===== config.mk =====
export PLATFORM = sky130hd
export DESIGN_NAME = multicycle_ctrl
export DESIGN_NICKNAME = d
export VERILOG_FILES = /design/src/rtl/riscv_pkg.sv /design/src/rtl/mem_req_timer.sv /design/src/rtl/multicycle_ctrl.sv
export SDC_FILE = /design/constraint.sdc
export NUM_CORES = 1
export LEC_CHECK = 0
export CORE_MARGIN = 2
export CORE_UTILIZATION = 47
export DETAILED_ROUTE_END_ITERATION = 10
export MAX_ROUTING_LAYER = met4
export PLACE_DENSITY_LB_ADDON = 0.12
export SLEW_MARGIN = 10
export SYNTH_ARGS = -nofsm -noshare
export SYNTH_HDL_FRONTEND = slang
export SYNTH_SLANG_ARGS = --single-unit

===== constraint.sdc =====
create_clock -name iClk -period 1.75 [get_ports iClk]
set_input_delay 0.175 -clock iClk [delete_from_list [all_inputs] [get_ports iClk]]
set_output_delay 0.175 -clock iClk [all_outputs]
set_load 0.05 [all_outputs]

===== src/rtl/riscv_pkg.sv =====
// ---------------------------------------------------------------------------
// riscv_pkg
//   Shared definitions for the multi-cycle RV32I core: major opcodes, the
//   control FSM state encoding, datapath mux/ALU-op encodings and a helper
//   that tells whether an opcode belongs to the supported RV32I subset.
//   Used by the control FSM, the decoder and the datapath.
// ---------------------------------------------------------------------------
package riscv_pkg;

  // Major opcodes (instr[6:0])
  localparam logic [6:0] OPC_LUI    = 7'b0110111;
  localparam logic [6:0] OPC_AUIPC  = 7'b0010111;
  localparam logic [6:0] OPC_JAL    = 7'b1101111;
  localparam logic [6:0] OPC_JALR   = 7'b1100111;
  localparam logic [6:0] OPC_BRANCH = 7'b1100011;
  localparam logic [6:0] OPC_LOAD   = 7'b0000011;
  localparam logic [6:0] OPC_STORE  = 7'b0100011;
  localparam logic [6:0] OPC_OP_IMM = 7'b0010011;
  localparam logic [6:0] OPC_OP     = 7'b0110011;

  // Control FSM states; the encoding is visible on the debug state port.
  typedef enum logic [2:0] {
    ST_FETCH  = 3'd0,
    ST_DECODE = 3'd1,
    ST_EXEC   = 3'd2,
    ST_MEM    = 3'd3,
    ST_WB     = 3'd4,
    ST_TRAP   = 3'd5
  } state_e;

  // Write-back source select
  localparam logic [1:0] WB_ALU  = 2'd0;
  localparam logic [1:0] WB_MEM  = 2'd1;
  localparam logic [1:0] WB_PC4  = 2'd2;

  // ALU operand A select
  localparam logic [1:0] SRCA_RS1  = 2'd0;
  localparam logic [1:0] SRCA_PC   = 2'd1;
  localparam logic [1:0] SRCA_ZERO = 2'd2;

  // ALU operand B select
  localparam logic [1:0] SRCB_RS2  = 2'd0;
  localparam logic [1:0] SRCB_IMM  = 2'd1;
  localparam logic [1:0] SRCB_FOUR = 2'd2;

  // ALU operation class
  localparam logic [1:0] ALUOP_ADD   = 2'd0;
  localparam logic [1:0] ALUOP_BR    = 2'd1;
  localparam logic [1:0] ALUOP_FUNCT = 2'd2;

  function automatic logic opcode_legal(input logic [6:0] opc);
    logic legal;
    case (opc)
      OPC_LUI, OPC_AUIPC, OPC_JAL, OPC_JALR, OPC_BRANCH,
      OPC_LOAD, OPC_STORE, OPC_OP_IMM, OPC_OP: legal = 1'b1;
      default:                                 legal = 1'b0;
    endcase
    return legal;
  endfunction

endpackage


===== src/rtl/mem_req_timer.sv =====
// ---------------------------------------------------------------------------
// mem_req_timer
//   Counts consecutive cycles a memory request is left waiting and flags the
//   cycle in which one more wait would exceed TIMEOUT_CYC request cycles.
//   Ports:
//     iClk     clock, rising edge
//     iRst     asynchronous active-high reset
//     iReq     memory request is being presented this cycle
//     iReady   memory completes the transfer this cycle
//     oExpire  this is a wait cycle with TIMEOUT_CYC-1 waits already counted
//   TIMEOUT_CYC must be >= 1.
// ---------------------------------------------------------------------------
module mem_req_timer #(
  parameter int TIMEOUT_CYC = 255
) (
  input  logic iClk,
  input  logic iRst,
  input  logic iReq,
  input  logic iReady,
  output logic oExpire
);

  localparam int            CW   = (TIMEOUT_CYC > 1) ? $clog2(TIMEOUT_CYC) : 1;
  localparam logic [CW-1:0] LAST = CW'(TIMEOUT_CYC - 1);

  logic [CW-1:0] count_q, count_d;
  logic          waiting;

  assign waiting = iReq & ~iReady;

  // Any cycle that is not a wait (an accept, or a state without a request)
  // clears the count, so every request state is entered with a count of 0.
  always_comb begin
    count_d = waiting ? count_q + CW'(1) : '0;
  end

  assign oExpire = waiting && (count_q == LAST);

  // NOTE: sequential state is updated with non-blocking assignments so every
  // flop samples pre-edge values regardless of process ordering.
  always_ff @(posedge iClk or posedge iRst) begin
    if (iRst) count_q <= '0;
    else      count_q <= count_d;
  end

endmodule


===== src/rtl/multicycle_ctrl.sv =====
// ---------------------------------------------------------------------------
// multicycle_ctrl
//   Control FSM of the multi-cycle RV32I core: FETCH, DECODE, EXEC, MEM, WB
//   and a sticky TRAP. Owns the shared instruction/data memory handshake and
//   drives IR/PC/regfile enables and datapath mux selects.
//   Ports:
//     iClk, iRst           clock / asynchronous active-high reset
//     iOpcode, iFunct3     decoder fields (IR-held, valid from DECODE)
//     iBrTaken             branch comparator result, used in EXEC
//     iMemReady            memory completes the transfer this cycle
//     oMemReq/oMemWe       memory request / store strobe
//     oAddrSel             0=PC, 1=ALU result
//     oIrWe, oPcWe, oPcSel IR load, PC update, PC source (0=PC+4, 1=ALU)
//     oRegWe, oWbSel       regfile write enable / write-back source
//     oAluSrcA/B, oAluOp   ALU operand selects and operation class
//     oDone                one-cycle pulse on instruction retire
//     oTrap                sticky illegal-opcode / memory-timeout flag
//     oState               current FSM state (debug)
// ---------------------------------------------------------------------------
module multicycle_ctrl
  import riscv_pkg::*;
#(
  parameter int TIMEOUT_CYC = 255
) (
  input  logic       iClk,
  input  logic       iRst,
  input  logic [6:0] iOpcode,
  input  logic [2:0] iFunct3,
  input  logic       iBrTaken,
  input  logic       iMemReady,
  output logic       oMemReq,
  output logic       oMemWe,
  output logic       oAddrSel,
  output logic       oIrWe,
  output logic       oPcWe,
  output logic       oPcSel,
  output logic       oRegWe,
  output logic [1:0] oWbSel,
  output logic [1:0] oAluSrcA,
  output logic [1:0] oAluSrcB,
  output logic [1:0] oAluOp,
  output logic       oDone,
  output logic       oTrap,
  output logic [2:0] oState
);

  state_e     state_q, state_d;
  logic [6:0] opcode_q, opcode_d;
  logic       mem_req;
  logic       expire;
  logic       is_load, is_store, is_jump;

  // funct3 only steers the ALU's own decode; the sequencing here depends on
  // the opcode alone.
  logic unused_funct3;
  assign unused_funct3 = ^iFunct3;

  assign mem_req  = (state_q == ST_FETCH) || (state_q == ST_MEM);
  assign is_load  = (opcode_q == OPC_LOAD);
  assign is_store = (opcode_q == OPC_STORE);
  assign is_jump  = (opcode_q == OPC_JAL) || (opcode_q == OPC_JALR);

  mem_req_timer #(
    .TIMEOUT_CYC (TIMEOUT_CYC)
  ) u_timer (
    .iClk    (iClk),
    .iRst    (iRst),
    .iReq    (mem_req),
    .iReady  (iMemReady),
    .oExpire (expire)
  );

  // State register
  always_ff @(posedge iClk or posedge iRst) begin
    if (iRst) begin
      state_q  <= ST_FETCH;
      opcode_q <= '0;
    end else begin
      state_q  <= state_d;
      opcode_q <= opcode_d;
    end
  end

  // Next-state logic. A ready memory in the last allowed wait cycle wins
  // over the timeout.
  always_comb begin
    state_d  = state_q;
    opcode_d = opcode_q;
    unique case (state_q)
      ST_FETCH: begin
        if (iMemReady)   state_d = ST_DECODE;
        else if (expire) state_d = ST_TRAP;
      end
      ST_DECODE: begin
        opcode_d = iOpcode;
        state_d  = opcode_legal(iOpcode) ? ST_EXEC : ST_TRAP;
      end
      ST_EXEC: begin
        if (opcode_q == OPC_BRANCH)  state_d = ST_FETCH;
        else if (is_load | is_store) state_d = ST_MEM;
        else                         state_d = ST_WB;
      end
      ST_MEM: begin
        if (iMemReady)   state_d = is_load ? ST_WB : ST_FETCH;
        else if (expire) state_d = ST_TRAP;
      end
      ST_WB:   state_d = ST_FETCH;
      ST_TRAP: state_d = ST_TRAP;
      default: state_d = ST_TRAP;
    endcase
  end

  // Output logic. Outputs are held low while reset is asserted so a
  // transfer in flight is dropped immediately, not at the next edge.
  always_comb begin
    // NOTE: every output is given a default before the case so that no path
    // leaves one unassigned and infers a latch.
    oMemReq  = 1'b0;
    oMemWe   = 1'b0;
    oAddrSel = 1'b0;
    oIrWe    = 1'b0;
    oPcWe    = 1'b0;
    oPcSel   = 1'b0;
    oRegWe   = 1'b0;
    oWbSel   = WB_ALU;
    oAluSrcA = SRCA_RS1;
    oAluSrcB = SRCB_RS2;
    oAluOp   = ALUOP_ADD;
    oDone    = 1'b0;
    oTrap    = 1'b0;
    oState   = state_q;
    if (!iRst) begin
      unique case (state_q)
        ST_FETCH: begin
          oMemReq = 1'b1;
          oIrWe   = iMemReady;
        end
        ST_DECODE: ;
        ST_EXEC: begin
          case (opcode_q)
            OPC_OP:     oAluOp = ALUOP_FUNCT;
            OPC_OP_IMM: begin oAluSrcB = SRCB_IMM; oAluOp = ALUOP_FUNCT; end
            OPC_LUI:    begin oAluSrcA = SRCA_ZERO; oAluSrcB = SRCB_IMM; end
            OPC_AUIPC,
            OPC_JAL:    begin oAluSrcA = SRCA_PC; oAluSrcB = SRCB_IMM; end
            OPC_JALR,
            OPC_LOAD,
            OPC_STORE:  oAluSrcB = SRCB_IMM;
            OPC_BRANCH: begin
              oAluOp = ALUOP_BR;
              oPcWe  = 1'b1;
              oPcSel = iBrTaken;
              oDone  = 1'b1;
            end
            default: ;
          endcase
        end
        ST_MEM: begin
          oMemReq  = 1'b1;
          oAddrSel = 1'b1;
          oMemWe   = is_store;
          if (iMemReady && is_store) begin
            oPcWe = 1'b1;
            oDone = 1'b1;
          end
        end
        ST_WB: begin
          oRegWe = 1'b1;
          oWbSel = is_load ? WB_MEM : (is_jump ? WB_PC4 : WB_ALU);
          oPcWe  = 1'b1;
          oPcSel = is_jump;  // jump target was captured in ALUOut during EXEC
          oDone  = 1'b1;
        end
        ST_TRAP: oTrap = 1'b1;
        default: ;
      endcase
    end
  end

endmodule

==> flow_summary.toml <==
[detailed_routing]
drc = 0
drt_iter0_markers = 44
vias_per_cell = 5.72
num_vias = 1213
drtAntennaViolNets = 0
post_drt_wl_per_cell_um = 16.4
firstDrtPassIters = 5
drt_wl_total_um = 3470

[global_route]
use_met1_pct = 33.8
gr-usage-met2_pct = 44.0
grt_antenna_before_repair = 0
use_met3_pct = 4.84
grt_max_degree = 19
overflow = 0
grt_pass1_vias = 1172
grt_pass1_wl_um = 5530
grt_usage_pct = 26.9
grt-busiest-layer = "met2"

[synth]
synthCells = 136
synthArstFlopShare_pct = 100
ys.flop_type = "dfrtp_1"
synth_top_area_share_pct = 36.9
syn-num-nets = 152
synth-seq-area-share_pct = 36.9
ys_ff_latch = 18
yosys.cell_types.count = 42
synth_top_cell_by_area = "dfrtp_1"
synth.area.top_cells = "dfrtp_1, mux2_2, nor2_1"
yosysWarnings = 0
synth_edf_count = 0
syn_area_per_cell_sq_um = 8.97
syn-cell-area_sq_mm = 0.00122

[pwr]
cellLeakagePower_nw = 0.856
vdd.ir_drop.worst_mv = 0.494
powerDensity_mw_per_mm2 = 376
p_int_mw = 0.577
switchingPower_mw = 0.183
p_sw_share_pct = 24.1
seqPwrFrac_pct = 54.7
combPwrFrac_pct = 9.3
clkPwrFrac_pct = 36.1

[timing]
fin_skew_ns = 0.00291
layout_min_cycle_time_ns = 2.01
finalSetupViolCount = 10
worst_pin_slew_ns = 0.548
grt_setup_unrepaired = "yes"
slew_headroom_pct = 62.5
layout_setup_ws_ns = -0.263
finalCritPeriodShare_pct = 115
final-max-slew-violation-count = 0
fmax_mhz = 497
finalHoldViolations = 0
fin_setup_tns_ns = -2.09

[layout]
areaGrowthSynthToFinish_pct = 65.6
multiInputGateArea_sq_um = 843
diodes = 0
nFillCells = 149
layout_common_cells = "buf_4, buf_12, dfrtp_1, nor2_1, clkdlybuf4s50_1"
seq_area_sq_um = 458
drive_gt1_share_pct = 45.6
final_nets = 199
mostFrequentLayoutCell = "buf_4"
utilization_pct = 81.6

[cts]
clk_latency_ns = 0.31
cts.sinks = 18
cts_root_buffer = "clkbuf_4"
tritoncts = "done"
htreeDepth = 1
clk_path_buf_depth = 2
cts_inserted_buffers = 3
cts.clk_slew.worst_paths_ns = 0.11

[die]
die_area_sq_mm = 0.00302
rows = 18
die_w_um = 54.9
coreArea_sq_mm = 0.00248
fp.dieH_um = 54.9
ios = 34
start_util_pct = 49.2

[outcome]
violations = "negative setup slack"
status = "complete, but fails checks"

[setup_path]
end_kind = "primary output"
crit_fanout = 2
r2r-end = "oState[1]$_DFF_PP0_"
cp-start-kind = "flop"
required_ns = 1.57
reg2regPathDepth = 6
r2r_start = "oState[2]$_DFF_PP0_"
cp.arrival_ns = 1.84
crit_type = "flop to primary output"
reg2reg_slack_ns = 0.14

[worst_hold_path]
hp-class = "input port to async pin"

[placement]
post-place-ws_ns = -0.197
gp_congestion = 0.831
hpwl_um = 2510
io_buffer_count = 29

[job]
maxCapViolations = 0
-- cells by family (layout without fill, tap and decap cells) --
logic type	count (synthesis)	count (layout)	synth area share, %
xor gates and xnor gates	6	6	4.31
buffers and inverters	16	62	6.77
DFF	18	18	36.9
AOI/OAI and AO/OA	19	19	10.5
muxes	6	6	5.54
and+or+nand+nor	68	68	33.6
other	1	1	0.307
adders and majority gates	2	2	2.05
-- state kept, by name, summed over array words and instances, names as in the netlist --
register and count:
oState 3, opcode_q 7, u_timer.count_q 8
-- per-layer routing --
| layer | vias up | routed length [um] |
|---|---|---|
| met1 | 583 | 1440 |
| met3 | 6 | 186 |
| met5 | - | 0 |
| met2 | 46 | 1800 |
| met4 | 0 | 44 |
| li1 | 578 | - |
-- area by class of cell --
| type | instances | share of cell area (%) |
|---|---|---|
| well taps | 30 | 1.86 |
| clock buffers | 4 | 1.80 |
| flip-flops and latches | 18 | 22.7 |
| multi-input cells | 102 | 41.7 |
| repair buffers | 50 | 30.5 |
| inverters | 8 | 1.49 |
-- how the worst max path moves through the flow --
stage / to / from / slack, ns / depth (start not counted)
after floorplan: oPcSel / oState[2]$_DFF_PP0_ / -0.51 / 4
after global placement: oPcSel / iRst / -0.18 / 6
after detailed placement: oPcSel / iRst / -0.20 / 6
after CTS: oPcSel / oState[0]$_DFF_PP0_ / -0.26 / 5
after global routing: oPcSel / oState[0]$_DFF_PP0_ / -0.33 / 5
final: oAluOp[0] / oState[0]$_DFF_PP0_ / -0.26 / 5
-- power by group through the flow --
stage               logic (mW)  registers, mW  clock network, mW
floorplan               0.0253          0.424                  0
global placement        0.0676          0.424                  0
detailed placement      0.0705          0.424                  0
CTS                     0.0709          0.416              0.274
global route            0.0758          0.416              0.299
finish                  0.0705          0.416              0.274
-- worst max-delay path, stage by stage, from the launching register on --
cell and delay, ns:
dfrtp_2 0.42, or4b_4 0.55, nor3_4 0.21, buf_4 0.14, buf_6 0.09, buf_12 0.12
-- stage by stage --
| stage | area (sq um) | hold WS, ns | std cells | power, mW |
|---|---|---|---|---|
| floorplan | 1320 | 0.122 | 136 | 0.449 |
| global placement | 1870 | 0.488 | 203 | 0.491 |
| detailed placement | 1870 | 0.502 | 203 | 0.494 |
| CTS | 1980 | 0.443 | 210 | 0.761 |
| global route | 2020 | 0.471 | 212 | 0.790 |
| finish | 2020 | 0.442 | 212 | 0.760 |
-- what timing repair did --
item | CTS | global route
pin swaps | 7 | 3
buffers inserted | 3 | 2
endpoints found under the setup margin | 12 | 15
hold buffers | 0 | 0
gates resized for setup | 12 | 7
-- Yosys cell counts (3+ instances only) --
master and number:
xnor2_1 3, xor2_1 3, buf_4 6, a21oi_1 3, nor3_1 9, inv_1 8
nor2_1 15, o22ai_1 3, o21ai_0 5, nand3_1 10, mux2_2 6, nand2_1 8
and3_1 3, dfrtp_1 18, or3_1 3
(Power assumes the default switching activity.)
